File: config.mk
export PLATFORM = sky130hd
export DESIGN_NAME = window_fetch
export DESIGN_NICKNAME = d
export VERILOG_FILES = /design/src/rtl/cnn_pkg.sv /design/src/rtl/window_addr_gen.sv /design/src/rtl/window_fetch.sv
export SDC_FILE = /design/constraint.sdc
export NUM_CORES = 1
export LEC_CHECK = 0
export CAP_MARGIN = 20
export CORE_UTILIZATION = 50
export CTS_CLUSTER_SIZE = 28
export DETAILED_ROUTE_END_ITERATION = 8
export PLACE_DENSITY_LB_ADDON = 0.3
export SLEW_MARGIN = 10
export SYNTH_ARGS = -nofsm -noshare
export SYNTH_HDL_FRONTEND = slang
export SYNTH_SLANG_ARGS = --single-unit
File: constraint.sdc
create_clock -name clk -period 28.9 [get_ports clk]
set_input_delay 7.225 -clock clk [delete_from_list [all_inputs] [get_ports clk]]
set_output_delay 7.225 -clock clk [all_outputs]
set_load 0.02 [all_outputs]
File: src/rtl/cnn_pkg.sv
// Shared CNN datapath constants, image limits and window-fetch state encoding.
// Latency: none (declarations only).
// Backpressure: not applicable.
package cnn_pkg;

   localparam int DATA_SIZE      = 16;
   localparam int KERNEL         = 5;
   localparam int BLOCK_SIZE     = KERNEL * KERNEL;
   localparam int BUF_ADDR_SIZE  = 10;
   localparam int IMG_SIZE_WIDTH = 16;
   localparam int MAX_IMG_SIDE   = 32;

   typedef enum logic [2:0] {
      IDLE,
      FILL,
      SHIFT,
      PRESENT,
      DONE
   } win_state_t;

endpackage

File: src/rtl/window_addr_gen.sv
// Maps a window origin plus tap (r,c) to an image-buffer word address and an in-bounds flag.
// Latency: combinational.
// Backpressure: none; pure function of its inputs. Build option WINDOW_ZERO_PAD_EN shifts the origin by (-2,-2).
module window_addr_gen import cnn_pkg::*; (
   input  logic [IMG_SIZE_WIDTH-1:0] row,
   input  logic [IMG_SIZE_WIDTH-1:0] col,
   input  logic [2:0]                tap_r,
   input  logic [2:0]                tap_c,
   input  logic [IMG_SIZE_WIDTH-1:0] size,
   output logic [BUF_ADDR_SIZE-1:0]  addr,
   output logic                      in_bounds
);

   localparam int AW = 2 * IMG_SIZE_WIDTH;

`ifdef WINDOW_ZERO_PAD_EN
   // "same" windows are centred on the output pixel
   localparam logic signed [AW:0] ORIGIN_OFF = (AW+1)'(KERNEL / 2);
`else
   localparam logic signed [AW:0] ORIGIN_OFF = '0;
`endif

   logic signed [AW:0] img_row;
   logic signed [AW:0] img_col;
   logic signed [AW:0] size_s;

   // signed image coordinates so padded taps can fall above/left of the image
   always_comb begin
      size_s    = $signed({{(AW+1-IMG_SIZE_WIDTH){1'b0}}, size});
      img_row   = $signed({{(AW+1-IMG_SIZE_WIDTH){1'b0}}, row})
                + $signed({{(AW-2){1'b0}}, tap_r}) - ORIGIN_OFF;
      img_col   = $signed({{(AW+1-IMG_SIZE_WIDTH){1'b0}}, col})
                + $signed({{(AW-2){1'b0}}, tap_c}) - ORIGIN_OFF;
      in_bounds = !img_row[AW] && !img_col[AW] && (img_row < size_s) && (img_col < size_s);
      addr      = BUF_ADDR_SIZE'(img_row * size_s + img_col);
   end

endmodule

File: src/rtl/window_fetch.sv
// Walks a size x size image in raster order and presents every 5x5 stride-1 window (FILL 25 reads, SHIFT 5 reads).
// Latency: first window start+27; next window 6 cycles after handshake on a horizontal step, 26 on a row change.
// Backpressure: win/win_row/win_col held with win_valid until win_ready. Build option WINDOW_ZERO_PAD_EN selects "same" padding.
module window_fetch import cnn_pkg::*; (
   input  logic                                  clk,
   input  logic                                  rst,
   input  logic                                  start,
   input  logic [IMG_SIZE_WIDTH-1:0]             size,
   output logic [BUF_ADDR_SIZE-1:0]              buf_addr,
   input  logic [DATA_SIZE-1:0]                  buf_data,
   output logic [BLOCK_SIZE-1:0][DATA_SIZE-1:0]  win,
   output logic                                  win_valid,
   input  logic                                  win_ready,
   output logic [IMG_SIZE_WIDTH-1:0]             win_row,
   output logic [IMG_SIZE_WIDTH-1:0]             win_col,
   output logic                                  busy,
   output logic                                  done,
   output logic                                  err
);

   localparam int              TAP_W      = $clog2(BLOCK_SIZE + 1);
   // FILL/SHIFT end on a capture-only cycle once the counter reaches the read count
   localparam logic [TAP_W-1:0] FILL_LAST  = TAP_W'(BLOCK_SIZE);
   localparam logic [TAP_W-1:0] SHIFT_LAST = TAP_W'(KERNEL);
   localparam logic [2:0]       EDGE       = 3'(KERNEL - 1);

   win_state_t                state;
   logic [IMG_SIZE_WIDTH-1:0] size_q;
   logic [IMG_SIZE_WIDTH-1:0] last_idx;
   logic [TAP_W-1:0]          cnt;
   logic [2:0]                ir;
   logic [2:0]                ic;
   logic [BUF_ADDR_SIZE-1:0]  addr_q;
   logic                      cap_vld;
   logic                      cap_zero;
   logic [TAP_W-1:0]          cap_tap;

   logic                      too_big;
   logic                      empty;
   logic [IMG_SIZE_WIDTH-1:0] new_last;
   logic                      hs;
   logic                      last_win;
   logic                      step_right;
   logic                      iss_vld;
   logic [2:0]                iss_r;
   logic [2:0]                iss_c;
   logic [IMG_SIZE_WIDTH-1:0] iss_row;
   logic [IMG_SIZE_WIDTH-1:0] iss_col;
   logic [TAP_W-1:0]          iss_tap;
   logic [BUF_ADDR_SIZE-1:0]  gen_addr;
   logic                      gen_inb;

   // qualify a requested pass from its size (output side and last origin index)
   always_comb begin
      too_big  = (size > IMG_SIZE_WIDTH'(MAX_IMG_SIDE));
`ifdef WINDOW_ZERO_PAD_EN
      empty    = (size == '0);
      new_last = size - IMG_SIZE_WIDTH'(1);
`else
      empty    = (size < IMG_SIZE_WIDTH'(KERNEL));
      new_last = size - IMG_SIZE_WIDTH'(KERNEL);
`endif
   end

   // read issue: the handshake cycle already issues the first read of the next window
   always_comb begin
      hs         = (state == PRESENT) && win_valid && win_ready;
      last_win   = (win_row == last_idx) && (win_col == last_idx);
      step_right = (win_col != last_idx);
      iss_vld    = 1'b0;
      iss_r      = ir;
      iss_c      = ic;
      iss_row    = win_row;
      iss_col    = win_col;
      case (state)
         FILL:  iss_vld = (cnt < FILL_LAST);
         SHIFT: begin
            iss_vld = (cnt < SHIFT_LAST);
            iss_c   = EDGE;
         end
         PRESENT: begin
            if (hs && !last_win) begin
               iss_vld = 1'b1;
               iss_r   = '0;
               if (step_right) begin
                  iss_c   = EDGE;
                  iss_col = win_col + IMG_SIZE_WIDTH'(1);
               end else begin
                  iss_c   = '0;
                  iss_row = win_row + IMG_SIZE_WIDTH'(1);
                  iss_col = '0;
               end
            end
         end
         default: ;
      endcase
      iss_tap  = TAP_W'(iss_r) * TAP_W'(KERNEL) + TAP_W'(iss_c);
      // padded taps issue no read, so the address simply holds
      buf_addr = (iss_vld && gen_inb) ? gen_addr : addr_q;
   end

   window_addr_gen u_addr_gen (
      .row       (iss_row),
      .col       (iss_col),
      .tap_r     (iss_r),
      .tap_c     (iss_c),
      .size      (size_q),
      .addr      (gen_addr),
      .in_bounds (gen_inb)
   );

   // control FSM, tap shift/capture and all registered outputs
   always_ff @(posedge clk) begin
      if (rst) begin
         state     <= IDLE;
         size_q    <= '0;
         last_idx  <= '0;
         cnt       <= '0;
         ir        <= '0;
         ic        <= '0;
         addr_q    <= '0;
         cap_vld   <= 1'b0;
         cap_zero  <= 1'b0;
         cap_tap   <= '0;
         win       <= '0;
         win_valid <= 1'b0;
         win_row   <= '0;
         win_col   <= '0;
         busy      <= 1'b0;
         done      <= 1'b0;
         err       <= 1'b0;
      end else begin
         addr_q   <= buf_addr;
         cap_vld  <= iss_vld;
         cap_tap  <= iss_tap;
         cap_zero <= !gen_inb;
         done     <= 1'b0;

         if (hs && !last_win && step_right) begin
            for (int r = 0; r < KERNEL; r++) begin
               for (int c = 0; c < KERNEL - 1; c++) begin
                  win[r*KERNEL + c] <= win[r*KERNEL + c + 1];
               end
            end
         end

         for (int t = 0; t < BLOCK_SIZE; t++) begin
            if (cap_vld && (cap_tap == TAP_W'(t))) begin
               win[t] <= cap_zero ? '0 : buf_data;
            end
         end

         case (state)
            IDLE: begin
               if (start) begin
                  size_q   <= size;
                  last_idx <= new_last;
                  err      <= too_big;
                  busy     <= 1'b1;
                  win_row  <= '0;
                  win_col  <= '0;
                  cnt      <= '0;
                  ir       <= '0;
                  ic       <= '0;
                  if (too_big || empty) begin
                     state <= DONE;
                     done  <= 1'b1;
                  end else begin
                     state <= FILL;
                  end
               end
            end
            FILL: begin
               if (cnt == FILL_LAST) begin
                  state     <= PRESENT;
                  win_valid <= 1'b1;
               end else begin
                  cnt <= cnt + TAP_W'(1);
                  if (ic == EDGE) begin
                     ic <= '0;
                     ir <= ir + 3'd1;
                  end else begin
                     ic <= ic + 3'd1;
                  end
               end
            end
            SHIFT: begin
               if (cnt == SHIFT_LAST) begin
                  state     <= PRESENT;
                  win_valid <= 1'b1;
               end else begin
                  cnt <= cnt + TAP_W'(1);
                  ir  <= ir + 3'd1;
               end
            end
            PRESENT: begin
               if (hs) begin
                  win_valid <= 1'b0;
                  if (last_win) begin
                     state <= DONE;
                     done  <= 1'b1;
                  end else if (step_right) begin
                     state   <= SHIFT;
                     win_col <= win_col + IMG_SIZE_WIDTH'(1);
                     cnt     <= TAP_W'(1);
                     ir      <= 3'd1;
                     ic      <= EDGE;
                  end else begin
                     state   <= FILL;
                     win_row <= win_row + IMG_SIZE_WIDTH'(1);
                     win_col <= '0;
                     cnt     <= TAP_W'(1);
                     ir      <= '0;
                     ic      <= 3'd1;
                  end
               end
            end
            DONE: begin
               busy  <= 1'b0;
               state <= IDLE;
            end
            default: state <= IDLE;
         endcase
      end
   end

endmodule

==> results.cfg, run 1 <==
[cts]
post_cts_buffers = 0
cts_tree = built
holdBufCountCts = 0
cts_resized = 0
cts_root_buf = clkbuf_16
clock-sinks = 499
cts_buffers = 54
clk_latency_ns = 0.61
clkTransAtPathRegs_ns = 0.06
cts.path.max_buffers = 3
htreeDepth = 2

[layout]
final_nets = 3813
final_layout_size_suffix_gt1_share_pct = 4.50
num-fill-cells = 4446
layout_common_cells = 894 x nand2_1, 499 x dfxtp_1, 480 x clkdlybuf4s50_1
antenna-diode-count = 0
layout_commonest_cell = nand2_1
syn_to_final_growth_pct = 25.5

[global_routing]
grt_pass1_wl_um = 139000
grtUsageTotal_pct = 33.0
grt_antenna_before_repair = 0
grt_overflow = 0
grt_pass1_vias = 23600
grt_max_degree = 233

[setup_path]
r2r_slack_ns = 19.43
crit_path_start_kind = input port
crit_required_ns = 21.67
cp.arrival_ns = 16.33
crit_fanout = 14
criticalPathCategory = input port to primary output
worstRegToRegCells = 30
cp-end-kind = primary output
crit_path_max_incr_delay_ns = 0.66
crit_slowest_cell = xnor2_1

[timing]
slew_headroom_pct = 7.39
rsz0062_at_grt = false
setup_viol = 0
fmax_ghz = 0.0425
layout_min_cycle_time_ns = 23.55
clock_skew_ns = 0.0159
period_share_pct = 81.5
hold_ws_ns = 0.455
finalHoldViolations = 0
slew_violations = 0
worstMarginPinSlew_ns = 1.39
fin_setup_tns_ns = 0

[synthesis]
synthArstFlopShare_pct = 0
synth_ff_type = dfxtp_1
synth_top_cell_area_share_pct = 38.1
synthDistinctLibCells = 80
syn_nets = 3547
synth-edff-count = 0
synth_top_cell_by_area = dfxtp_1
postSynthCellCount = 3387
ys_seq_area_share_pct = 38.1
netlist_area_mm2 = 0.0262
ys_top_cells_by_area = dfxtp_1 38%, nand2_1 13%, a311oi_1 11%
ys_warn_count = 0
ys_ff_latch = 499
avgSynthCellArea_um2 = 7.74

[pwr]
p_switching_w = 0.000364
p_comb_share_pct = 6.1
pwr-share-seq_pct = 47.8
swShare_pct = 24.9
p_leak_nw = 12.0
powerDensity_mw_per_mm2 = 44.5
internal-power_w = 0.00110
clkPwrFrac_pct = 46.1
peakVddDrop_uv = 38.7

[drt]
antenna_left = 0
num_vias = 26000
wire_per_inst_um = 20.9
drc_errors = 0
wl_um = 91300
viasPerCell = 5.95
drt_pass1_iterations = 8
drt-initial-drc-count = 2528

[placed_design]
port_buffers = 481
gp_congestion = 0.955
place_hpwl_um = 61300

[floorplan]
die_x_um = 231
rows = 83
fp.dieH_um = 231
pin_count = 482
start_util_pct = 50.9
die_area_mm2 = 0.0533
coreArea_mm2 = 0.0515

[min_path]
holdPathStages = 2
hold_path_class = register to register

[outcome]
status = completed

[run]
maxCapViolCount = 0
[registers in the layout, summed over array words and instances (netlist names), 5 cells and up]
name      cells
last_idx     16
cap_tap       5
cnt           5
size_q       16
win_row      16
win         400
win_col      16
addr_q       10
[kinds of logic (layout without fill, tap and decap cells)]
kind of cell | after synthesis | after routing | synth area share, %
buffers and inverters | 391 | 693 | 5.84
and+or+nand+nor | 1597 | 1597 | 25.7
DFF | 499 | 499 | 38.1
adders and majority gates | 124 | 124 | 6.87
AOI/OAI and AO/OA | 623 | 623 | 17.9
xor gates and xnor gates | 111 | 111 | 3.92
muxes | 42 | 42 | 1.64
[power by group through the flow]
stage	Sequential, W	Clock (W)	Combinational, W
global route	0.000699	0.000715	0.0000946
detailed placement	0.000714	0	0.0000877
finish	0.000699	0.000675	0.0000897
floorplan	0.000711	0	0.0000522
global placement	0.000714	0	0.0000873
CTS	0.000699	0.000684	0.0000881
[per-stage QoR]
step                area (µm²)  std cells  setup slack, ns  utilization, %  power, W
global placement         31000       4266             5.61            60.2  0.000801
global route             32900       4369             4.84            63.8   0.00151
detailed placement       31000       4267             5.38            60.2  0.000802
CTS                      32700       4359             5.37            63.5   0.00147
finish                   32900       4369             5.35            63.8   0.00146
floorplan                26200       3387             7.06               -  0.000763
[synth_stat cells, types with 4 or more instances]
master and n:
a211oi_1 18, a21o_1 24, a21oi_1 127, a22oi_1 10, a311oi_1 329, a31oi_1 13, and2_1 39, and3_1 11
and4_1 4, buf_1 11, buf_2 19, buf_6 5, clkbuf_1 273, dfxtp_1 499, fa_1 33, ha_1 91
inv_1 82, mux2_1 8, mux2i_1 34, nand2_1 895, nand2b_1 9, nand3_1 38, nand3b_1 15, nand4_1 14
nand4b_1 5, nor2_1 462, nor2b_1 30, nor3_1 25, nor3b_1 4, nor4_1 11, nor4_2 4, nor4_4 5
o211ai_1 4, o21a_1 4, o21ai_0 51, o21ai_1 6, o31ai_1 4, or3_1 6, xnor2_1 50, xor2_1 56
[final cells by class]
cell class	count	area, µm²	area share (%)
sequential	499	9990	30.4
inverter	82	308	0.936
clock inverter	14	126	0.384
tap	680	851	2.59
multi-input combinational	2497	14800	45.0
timing repair buffer	519	5240	15.9
clock buffer	78	1570	4.79
[worst max-delay path: cells and delay by family]
kind	cells	cell delay, ns
buffers and inverters	7	1.51
AOI/OAI and AO/OA	6	1.21
and+or+nand+nor	6	1.22
adders and majority gates	8	3.23
xor gates and xnor gates	6	1.90
[layer usage]
metal,wire [µm],up-vias,share of wire [%],global-route usage (%)
li1,-,12200,-,-
met2,41000,1255,45,51.5
met5,0,-,0,0
met4,4730,0,5.2,16.0
met1,37600,12300,41,44.0
met3,7960,225,8.7,5.48
[final timing paths]
path,startpoint,end
hold reg to reg,size_q[14],size_q[14]
setup / recovery,win_ready,buf_addr[9]
hold / removal,size_q[14],size_q[14]
setup reg to reg,win_row[4],addr_q[9]
Power figures use the tool's default switching activity.
==> run 2: changes to the inputs <==
--- a/config.mk
+++ b/config.mk
@@ -6,7 +6,7 @@
 export NUM_CORES = 1
 export LEC_CHECK = 0
 export CAP_MARGIN = 20
-export CORE_UTILIZATION = 50
+export CORE_UTILIZATION = 48
 export CTS_CLUSTER_SIZE = 28
 export DETAILED_ROUTE_END_ITERATION = 8
 export PLACE_DENSITY_LB_ADDON = 0.3
==> constraint.sdc (replaced) <==
create_clock -name clk -period 21.2 [get_ports clk]
set_input_delay 5.3 -clock clk [delete_from_list [all_inputs] [get_ports clk]]
set_output_delay 5.3 -clock clk [all_outputs]
set_load 0.02 [all_outputs]
==> run 2 against run 1 <==
Against the previous run:
- worst hold slack worse by 0.0019 ns
- first-iteration DRC count up 9.7%
- non-clock buffer count is 6 higher
- setup slack worse by 3.8 ns
==> results.cfg, run 2 (synthesis results as in run 1) <==
[layout]
num-fill-cells = 4674
register_area_mm2 = 0.00999
layout_common_cells = 894 x nand2_1, 499 x dfxtp_1, 480 x clkdlybuf4s50_1
final_layout_size_suffix_gt1_share_pct = 4.89
final_cells = 4395
largest_register_ffs = 400
max_flop_register = win
multi_input_area_mm2 = 0.0148
final_nets = 3818
syn_to_final_growth_pct = 26.3
antenna-diode-count = 0
fin_util_pct = 61.4
layout_commonest_cell = nand2_1

[cts]
cts_root_buf = clkbuf_16
cts_tree = built
htreeDepth = 2
clk_latency_ns = 0.62
cts_resized = 0
holdBufCountCts = 0
clkTransAtPathRegs_ns = 0.06
cts.path.max_buffers = 3
cts_buffers = 53
post_cts_buffers = 0
clock-sinks = 499

[floorplan]
pin_count = 482
die_area_mm2 = 0.0555
coreArea_mm2 = 0.0539
rows = 85
fp.dieH_um = 236
die_x_um = 236
start_util_pct = 48.6

[timing]
period_share_pct = 92.7
fmax_ghz = 0.0509
rsz0062_at_grt = false
fin_setup_tns_ns = 0
slew_headroom_pct = 19.9
slew_violations = 0
layout_min_cycle_time_ns = 19.66
setup_viol = 0
clock_skew_ns = 0.0171
hold_ws_ns = 0.453
worstMarginPinSlew_ns = 1.20
finalHoldViolations = 0

[drt]
num_vias = 26000
wire_per_inst_um = 20.7
drt_pass1_iterations = 7
viasPerCell = 5.92
antenna_left = 0
drc_errors = 0
wl_um = 90900
drt-initial-drc-count = 2774

[setup_path]
reg2reg_to = addr_q[9]
criticalPathCategory = input port to primary output
crit_required_ns = 15.90
r2r_slack_ns = 11.78
crit_path_start_kind = input port
cp-end-kind = primary output
cpMostUsedCell = nand2_1
crit_end = buf_addr[9]
worstRegToRegCells = 31
crit_fanout = 14
crit_slowest_cell = nor2_1
cp.arrival_ns = 14.36
startpoint = win_ready
crit_path_max_incr_delay_ns = 0.56
reg2reg_from = win_row[3]

[outcome]
status = completed

[global_routing]
grt_pass1_wl_um = 140000
grt_pass1_vias = 23300
grt_max_degree = 240
grtUsageTotal_pct = 31.8
grt_antenna_before_repair = 0
grt_overflow = 0

[placed_design]
port_buffers = 481
place_hpwl_um = 61200
placed_cells = 4290
gp_congestion = 0.933

[pwr]
powerDensity_mw_per_mm2 = 62.1
total_power_w = 0.00206
p_leak_nw = 12.1
peakVddDrop_uv = 65.4

[min_path]
hold_path_class = register to register
hold_path_startpoint = size_q[10]

[run]
maxCapViolCount = 0
-- run 2: worst max-delay path: cells and delay by family --
family,cells,cell delay [ns]
adders and majority gates,7,3.08
AOI/OAI and AO/OA,8,1.88
buffers and inverters,6,1.45
and+or+nand+nor,7,1.38
xor gates and xnor gates,5,1.25
-- run 2: through the flow --
| stage | instance area (µm²) | worst slack (ns) |
|---|---|---|
| 4_1_cts | 32900 | 1.54 |
| 5_1_grt | 33100 | 1.02 |
| 2_1_floorplan | 26200 | 3.21 |
| 3_3_place_gp | 31100 | 1.72 |
| 6_report | 33100 | 1.54 |
| 3_5_place_dp | 31100 | 1.55 |
-- run 2: area by class of cell --
class	count	share of cell area (%)
clock buffers	75	4.74
repair buffers	525	16.0
clock inverters	21	0.809
inverters	82	0.930
flip-flops and latches	499	30.2
multi-input cells	2497	44.7
well taps	696	2.63
-- run 2: metal layers --
layer | up-vias | share of wire (%) | GRT usage, %
met5 | - | 0 | 0
met4 | 0 | 5.5 | 16.5
met3 | 254 | 8.7 | 5.49
met2 | 1302 | 45 | 49.3
met1 | 12300 | 41 | 42.4
li1 | 12200 | - | -
-- run 2: report_power, final --
| group | internal [W] | switching, W | total, W | leakage, nW |
|---|---|---|---|---|
| sequential | 0.000944 | 0.00000931 | 0.000953 | 4.02 |
| clock | 0.000576 | 0.000405 | 0.000981 | 0.908 |
| combinational | 0.0000309 | 0.0000906 | 0.000122 | 7.22 |
-- run 2: worst min-delay path by stage --
stage | endpoint | cells past startpoint
3_5_place_dp | size_q[11] | 2
5_1_grt | size_q[11] | 2
6_report | size_q[10] | 2
2_1_floorplan | size_q[10] | 2
4_1_cts | size_q[11] | 2
3_3_place_gp | size_q[11] | 2
